$ cat src/rtl/rd_arb_pkg.sv
// rd_arb_pkg: shared FSM encoding, parameter defaults and width helper for rd_req_arbiter
package rd_arb_pkg;
  typedef enum logic {IDLE = 1'b0, ISSUE = 1'b1} state_t;
  localparam int NUM_REQ_DEF = 4;
  localparam int DATA_W_DEF = 512;
  localparam int MAX_OUTSTANDING_DEF = 16;
  function automatic int clog2(input int n);
    int r;
    r = 0;
    while ((1 << r) < n) r++;
    return r;
  endfunction
endpackage

$ cat src/rtl/tag_fifo.sv
// tag_fifo: show-ahead synchronous FIFO holding requester IDs of bursts in flight
module tag_fifo
  import rd_arb_pkg::*;
#(
  parameter int W = 2,
  parameter int DEPTH = 16,
  localparam int AW = clog2(DEPTH)
) (
  input  logic         clk,
  input  logic         rst_n,
  input  logic         push,
  input  logic         pop,
  input  logic [W-1:0] din,
  output logic [W-1:0] dout,
  output logic         full,
  output logic         empty,
  output logic [AW:0]  count
);
  logic [W-1:0] mem [DEPTH];
  logic [AW-1:0] wr_ptr, rd_ptr;
  logic push_ok, pop_ok;
  assign full = count == (AW + 1)'(DEPTH);
  assign empty = count == '0;
  assign push_ok = push && !full;
  assign pop_ok = pop && !empty;
  assign dout = mem[rd_ptr];
  always_ff @(posedge clk or negedge rst_n) begin
    if (!rst_n) begin
      wr_ptr <= '0;
      rd_ptr <= '0;
      count <= '0;
    end else begin
      if (push_ok) wr_ptr <= wr_ptr + 1'b1;
      if (pop_ok) rd_ptr <= rd_ptr + 1'b1;
      count <= count + (AW + 1)'(push_ok) - (AW + 1)'(pop_ok);
    end
  end
  always_ff @(posedge clk) begin
    if (push_ok) mem[wr_ptr] <= din;
  end
endmodule

$ cat src/rtl/rd_req_arbiter.sv
// rd_req_arbiter: round-robin sharing of one AXI burst-read channel among NUM_REQ engines,
// with in-order tag tracking to steer returning bursts back to their issuers.
module rd_req_arbiter
  import rd_arb_pkg::*;
#(
  parameter int NUM_REQ = NUM_REQ_DEF,
  parameter int ID_W = (clog2(NUM_REQ) < 1) ? 1 : clog2(NUM_REQ),
  parameter int DATA_W = DATA_W_DEF,
  parameter int MAX_OUTSTANDING = MAX_OUTSTANDING_DEF,
  localparam int CNT_W = clog2(MAX_OUTSTANDING) + 1
) (
  input  logic                  clk,
  input  logic                  rst_n,
  input  logic [NUM_REQ-1:0]    s_rd_req,
  input  logic [8*NUM_REQ-1:0]  s_rd_len,
  input  logic [64*NUM_REQ-1:0] s_rd_address,
  output logic [NUM_REQ-1:0]    s_rd_req_ack,
  output logic                  m_rd_req,
  output logic [7:0]            m_rd_len,
  output logic [63:0]           m_rd_address,
  input  logic                  m_rd_req_ack,
  input  logic                  m_rvalid,
  input  logic [DATA_W-1:0]     m_rdata,
  input  logic                  m_rlast,
  output logic                  m_rready,
  output logic [NUM_REQ-1:0]    s_rvalid,
  output logic [DATA_W-1:0]     s_rdata,
  output logic                  s_rlast,
  input  logic [NUM_REQ-1:0]    s_rready,
  output logic [CNT_W-1:0]      outstanding,
  output logic                  err_orphan
);
  state_t state, state_nx;
  logic [ID_W-1:0] prio_ptr, gnt_id, sel_id, head;
  logic sel_vld, grant, push, pop, full, empty;
  // Lowest requester overall, then overridden by the lowest at or after prio_ptr: a cyclic search.
  always_comb begin
    sel_vld = 1'b0;
    sel_id = '0;
    for (int k = NUM_REQ - 1; k >= 0; k--) begin
      if (s_rd_req[k]) begin
        sel_vld = 1'b1;
        sel_id = ID_W'(k);
      end
    end
    for (int k = NUM_REQ - 1; k >= 0; k--) begin
      if (s_rd_req[k] && k >= int'(prio_ptr)) sel_id = ID_W'(k);
    end
  end
  always_comb begin
    grant = state == IDLE && sel_vld && !full;
    push = state == ISSUE && m_rd_req_ack;
    state_nx = state == IDLE ? (grant ? ISSUE : IDLE) : (m_rd_req_ack ? IDLE : ISSUE);
    m_rd_req = state == ISSUE;
    s_rd_req_ack = push ? NUM_REQ'(1) << gnt_id : '0;
    m_rready = !empty && s_rready[head];
    s_rvalid = (m_rvalid && !empty) ? NUM_REQ'(1) << head : '0;
    pop = m_rvalid && m_rready && m_rlast;
  end
  assign s_rdata = m_rdata;
  assign s_rlast = m_rlast;
  always_ff @(posedge clk or negedge rst_n) begin
    if (!rst_n) state <= IDLE;
    else state <= state_nx;
  end
  always_ff @(posedge clk or negedge rst_n) begin
    if (!rst_n) begin
      prio_ptr <= '0;
      gnt_id <= '0;
      m_rd_len <= '0;
      m_rd_address <= '0;
      err_orphan <= 1'b0;
    end else begin
      if (grant) begin
        gnt_id <= sel_id;
        m_rd_len <= s_rd_len[int'(sel_id)*8 +: 8];
        m_rd_address <= s_rd_address[int'(sel_id)*64 +: 64];
      end
      if (push) prio_ptr <= (gnt_id == ID_W'(NUM_REQ - 1)) ? '0 : gnt_id + 1'b1;
      if (m_rvalid && empty) err_orphan <= 1'b1;
    end
  end
  tag_fifo #(.W(ID_W), .DEPTH(MAX_OUTSTANDING)) u_tag_fifo (
    .clk(clk),
    .rst_n(rst_n),
    .push(push),
    .pop(pop),
    .din(gnt_id),
    .dout(head),
    .full(full),
    .empty(empty),
    .count(outstanding)
  );
endmodule

$ cat config.mk
export PLATFORM = sky130hd
export DESIGN_NAME = rd_req_arbiter
export DESIGN_NICKNAME = d
export VERILOG_FILES = /design/src/rtl/rd_arb_pkg.sv /design/src/rtl/tag_fifo.sv /design/src/rtl/rd_req_arbiter.sv
export SDC_FILE = /design/constraint.sdc
export NUM_CORES = 1
export LEC_CHECK = 0
export ABC_AREA = 1
export BUFFER_PORTS_ARGS = -buffer_cell sky130_fd_sc_hd__buf_2
export CAP_MARGIN = 20
export CORE_AREA = 2 2 549 551
export DETAILED_ROUTE_END_ITERATION = 7
export DIE_AREA = 0 0 551 553
export PLACE_DENSITY_LB_ADDON = 0.12
export SKIP_LAST_GASP = 1
export SYNTH_ARGS = -nofsm -noshare
export SYNTH_HDL_FRONTEND = slang
export SYNTH_SLANG_ARGS = --single-unit
$ cat constraint.sdc
create_clock -name clk -period 7 [get_ports clk]
set_input_delay 0.35 -clock clk [delete_from_list [all_inputs] [get_ports clk]]
set_output_delay 0.35 -clock clk [all_outputs]
set_load 0.02 [all_outputs]
# Word level (Yosys, flattened, before mapping)
# Memories as Yosys holds them, arrays and structs flattened.
# Cells that the tools add are included.
# op_classes
n_reduce_logical,16
n_addsub,5
shift,4
muxes,21
eq_ne,2
magnitude_cmp,4
bitwise,1
# ops
op,n
$shiftx A256 B9 Y64,1
$shiftx A32 B6 Y8,1
$mux W2,8
$logic_and A1 B1 Y1,13
$mux W1,10
$add A4 B1 Y4 const B,2
$mux W4,2
$shl A1 B2 Y4 const A,2
$add A5 B1 Y5,1
$eq A5 B5 Y1 const B,1
$logic_not A5 Y1,1
$sub A5 B1 Y5,1
$ge A1 B2 Y1 const A,2
$lt A2 B3 Y1 const B,1
$add A2 B1 Y2 const B,1
$bmux W1 S2,1
$eq A2 B2 Y1 const B,1
$ge A2 B2 Y1 const A,1
$logic_not A1 Y1,2
$not A1 Y1,1
# word_totals
inputBits,813
ram_bits,32
word_cells,63
register_bits,91
n_memories,1
# memory_table
memory,words,word_bits,rd,rd_clocked_by_memory_dff,write_ports,line_no,source
u_tag_fifo.mem,16,2,1,0,1,tag_fifo.sv:19,logic [W-1:0] mem [DEPTH];

# Longest topological paths before layout
# logic_depth
depth_word,8
depth_mapped,21
ltp_nobuf,20

# Modules after synthesis
# Synthesis repeated with hierarchy kept, for this count alone.
# unflattened
hier_cells,1784
hier_area_um2,12309.3
# modules_own_cells
mod,seq_area_each_um2,area_per_inst_um2,n_inst,cells_per_inst
rd_req_arbiter,1951.9,10119.7,1,1556
tag_fifo,1286.2,2189.6,1,228

# Least setup slack after synthesis
# OpenSTA, ideal clock, no wires.
# synth_timing
kind,register to register
from,reg u_tag_fifo.rd_ptr[0]
to,reg u_tag_fifo.count[4]
path_buffers,2
path_stages_with_launch,22
path_slack_ps,4180
arrival_time_ps,2693
setup_ps,128
t_required_ps,6872
cell_sequence,dfrtp_1 -> buf_4 -> inv_4 -> buf_6 -> nand2_1 -> nand3_1 -> nand3_1 -> nand3_1 -> nand2_1 -> nand2_1 -> nand2_1 -> nand2_2 -> nand3_2 -> inv_1 -> ha_1 -> inv_1 -> ha_1 -> inv_1 -> fa_1 -> o21ai_0 -> a21oi_1 -> xor2_1
# synth_between
elab_chain_cells,8
# synth_lines
element,line_no,source
"start, declared",tag_fifo.sv:20,"logic [AW-1:0] wr_ptr, rd_ptr;"
"start signal, assigned",tag_fifo.sv:34,if (pop_ok) rd_ptr <= rd_ptr + 1'b1;
$mem_v2 Z16 W2,n/a,
$bmux W1 S2,rd_req_arbiter.sv:56,m_rready = !empty && s_rready[head];
$mux W1 (not written as such),rd_req_arbiter.sv:56,
$logic_and A1 B1 Y1,rd_req_arbiter.sv:56,
$logic_and A1 B1 Y1 (2 in a row),rd_req_arbiter.sv:58,pop = m_rvalid && m_rready && m_rlast;
$logic_and A1 B1 Y1,tag_fifo.sv:25,assign pop_ok = pop && !empty;
named net u_tag_fifo.pop_ok,tag_fifo.sv:21,"logic push_ok, pop_ok;"
$sub A5 B1 Y5,tag_fifo.sv:35,count <= count + (AW + 1)'(push_ok) - (AW + 1)'(pop_ok);
"end signal, assigned",tag_fifo.sv:35,
"end, declared",tag_fifo.sv:17,output logic [AW:0] count
# The timed path passes the listed nets, and every way through them passes these cells. The select of a mux whose other input is x is not followed.
# A chain may end at the register's enable or synchronous reset.

# Worst setup path in the final report
# Same ends and word-level chain as after synthesis.

==> impl_metrics.toml <==
[run_status]
status = "complete, no violations"

[synthesis]
syn-instance-count = 1482
syn_nets = 2311
synth_seq_area_share_pct = 29.0
synth_area_per_cell_um2 = 7.54
synth_cell_types = 38
ys_ff_latch = 123
yosys-top-cells-count = "516 x buf_4, 198 x nor2_1, 112 x nand2_1"
synth_area_um2 = 11200
yosys.area.top_type = "buf_4"
ys.warnings.count = 0
synth_flop_cell = "dfrtp_1"
synth.most_common_cell = "buf_4"
synth_edf_count = 32
synthTopCellsByArea = "buf_4 35%, dfrtp_1 20%, edfxtp_1 8.6%"
synth_top_area_share_pct = 34.6
async_flop_share_pct = 74.0

[sta]
setup_violations = 0
relSlewSlack_pct = 34.0
rsz0062_at_grt = "no"
clock.fmax_mhz = 272
worstMarginPinSlew_ps = 990
drv_slew = 0
final-hold-violation-count = 0
min_period_over_period_pct = 52.5
layout_min_cycle_time_ps = 3680
tns_ps = 0
whs_ps = 60.1
fin_skew_ps = 36.6

[finish]
drive_gt1_share_pct = 34.9
finalCoreUtilization_pct = 5.05
area_growth_pct = 35.1
fillers = 35700
layout.nets = 2193

[setup_path]
crit_slowest_cell = "dfrtp_1"
crit_path_max_incr_delay_ps = 810
crit_top_cell = "nand2_1"
critPathTopFamily = "simple AND/OR/NAND/NOR gates"
critPathBufInv = 4
cp_max_fo = 20
path_cells = "inv_4, nand2_1, nand3_1, nand3_1, nand3_1, nand2_1, nand2_1, nand2_1, nand2_2, nand3_2, inv_1, ha_1, inv_1, ha_1, inv_1, fa_1, o21ai_0, a21oi_1, xor2_1"
critPathLaunchType = "register"
crit_path_end_kind = "register"
cp.required_ps = 7420
critPathKind = "reg2reg"
cp_data_arrival_time_ps = 4100

[placement]
globalplace.congestion = 0.687
io_buffers = 389
hpwl_mm = 129

[clock_tree]
clkSlewWorstSetupHoldPaths_ps = 70
cts_max_path_buffers = 3
ctsResizeCount = 0
cts_tree = "done"
post_cts_buffers = 0
cts-root-buf = "clkbuf_16"
cts.hold.buffers_added = 28
cts_buffers = 25
clock_latency_ps = 560
cts_num_sinks = 123
h-tree-depth = 4

[floorplan]
die_width_um = 551
design.core.area_um2 = 299000
num_rows = 201
chipHeight_um = 553
io_pins = 1414
die-area_um2 = 305000
initial_core_util_pct = 3.74

[detailed_routing]
ant_nets = 0
vias = 9864
top_layer = "met5"
wl_mm = 145
viasPerCell = 1.84
dr.pass1.iters = 5
drc = 0
drt_iter0_drc = 508
route.met2.wl_mm = 59.9
route.met3.wl_mm = 43.5
wl_met1_mm = 35.6
wl_per_cell_um = 27.1

[power_and_ir_drop]
p_leak_nw = 5.45
cellPowerDensity_nw_per_um2 = 358
ir_drop_mv = 0.130

[run]
drv_cap = 0

[grt]
grt_usage_pct = 9.17
grt.overflow.total = 0
grt_max_degree = 74
grt_pass1_vias = 10300
antenna_found_initial = 69
grt_pass1_wl_mm = 168

[worst_hold_path]
hold_path_class = "in2reg"
## worst min-delay path, stage by stage
cell and delay [ps]:
buf_2 90, o21ai_1 60, nand3_1 60
## layer usage
layer / vias to the layer above / global-route usage (%)
li1: 4019 / -
met1: 4286 / 6.48
met2: 1155 / 13.4
met3: 358 / 12.7
met4: 46 / 3.17
met5: - / 0.633
## final timing paths
path | startpoint | end | slack, ps | depth (start not counted)
setup / recovery | u_tag_fifo.rd_ptr[0]$_DFFE_PN0P_ | u_tag_fifo.count[4]$_DFF_PN0_ | 3320 | 19
setup reg to reg | u_tag_fifo.rd_ptr[0]$_DFFE_PN0P_ | u_tag_fifo.count[4]$_DFF_PN0_ | 3320 | 19
hold reg to reg | err_orphan$_DFFE_PN0P_ | err_orphan$_DFFE_PN0P_ | 460 | 1
hold / removal | s_rd_address[74] | m_rd_address[10]$_DFFE_PN0P_ | 60 | 3
min in group asynchronous | rst_n | m_rd_address[25]$_DFFE_PN0P_ | 260 | 2
max in group asynchronous | rst_n | m_rd_address[3]$_DFFE_PN0P_ | 5680 | 3
## cell usage in the layout (no fill, tap or decap), drive strengths merged
cell	synthesis	routed
o21bai	2	2
o311ai	1	1
clkinv	1	3
dlygate4sd3	0	28
a21oi	4	4
nand3	73	73
or2	31	31
buf	539	402
a31oi	30	30
o211ai	30	30
nand2	115	115
clkbuf	36	31
fa	1	1
diode	0	22
dfrtp	91	91
o21ai	161	161
nor3	6	6
ha	15	15
a21o	1	1
inv	96	96
nand4	6	6
nor2	200	200
xor2	8	8
xnor2	1	1
o31ai	1	1
edfxtp	32	32
nand3b	1	1
## through the flow
step	worst slack (ps)	cells	area, um2	total power, W
after floorplan	4180	1482	11200	0.00328
after global placement	3230	5267	14100	0.00433
after detailed placement	3220	5267	14100	0.00430
after CTS	3230	5328	15000	0.00569
after global routing	2920	5333	15100	0.00590
final	3320	5350	15100	0.00541
## layout make-up
cell class                 instances  area, um2  area share [%]
antenna                           22       55.1           0.365
clock buffer                      31        688            4.56
sequential                       123       3240            21.4
clock inverter                     2       8.76          0.0580
timing repair buffer             430       2340            15.5
inverter                          97        372            2.46
multi-input combinational        687       3440            22.8
tap                             3958       4950            32.8
## sequential cells by signal, summed over array words and instances (netlist names)
signal and count:
m_rd_address 64, u_tag_fifo.mem 32, u_tag_fifo.count 5, m_rd_req 1
u_tag_fifo.rd_ptr 4, err_orphan 1, u_tag_fifo.wr_ptr 4, gnt_id 2
prio_ptr 2, m_rd_len 8
## kinds of logic (layout without fill, tap and decap cells)
family,count (synthesis),in the layout,share of synthesized area (%)
flops,123,123,29.0
buf+inv,672,560,40.5
fa+ha+maj,16,16,1.86
compound gates,230,230,11.5
simple gates,432,432,16.5
other cells,0,22,0
xor+xnor,9,9,0.705
## where the power goes
group | internal (W) | switching (W) | total [W]
Clock | 0.000685 | 0.000544 | 0.00123
Combinational | 0.000825 | 0.00202 | 0.00285
Sequential | 0.00105 | 0.000276 | 0.00133
Power figures use the tool's default switching activity.
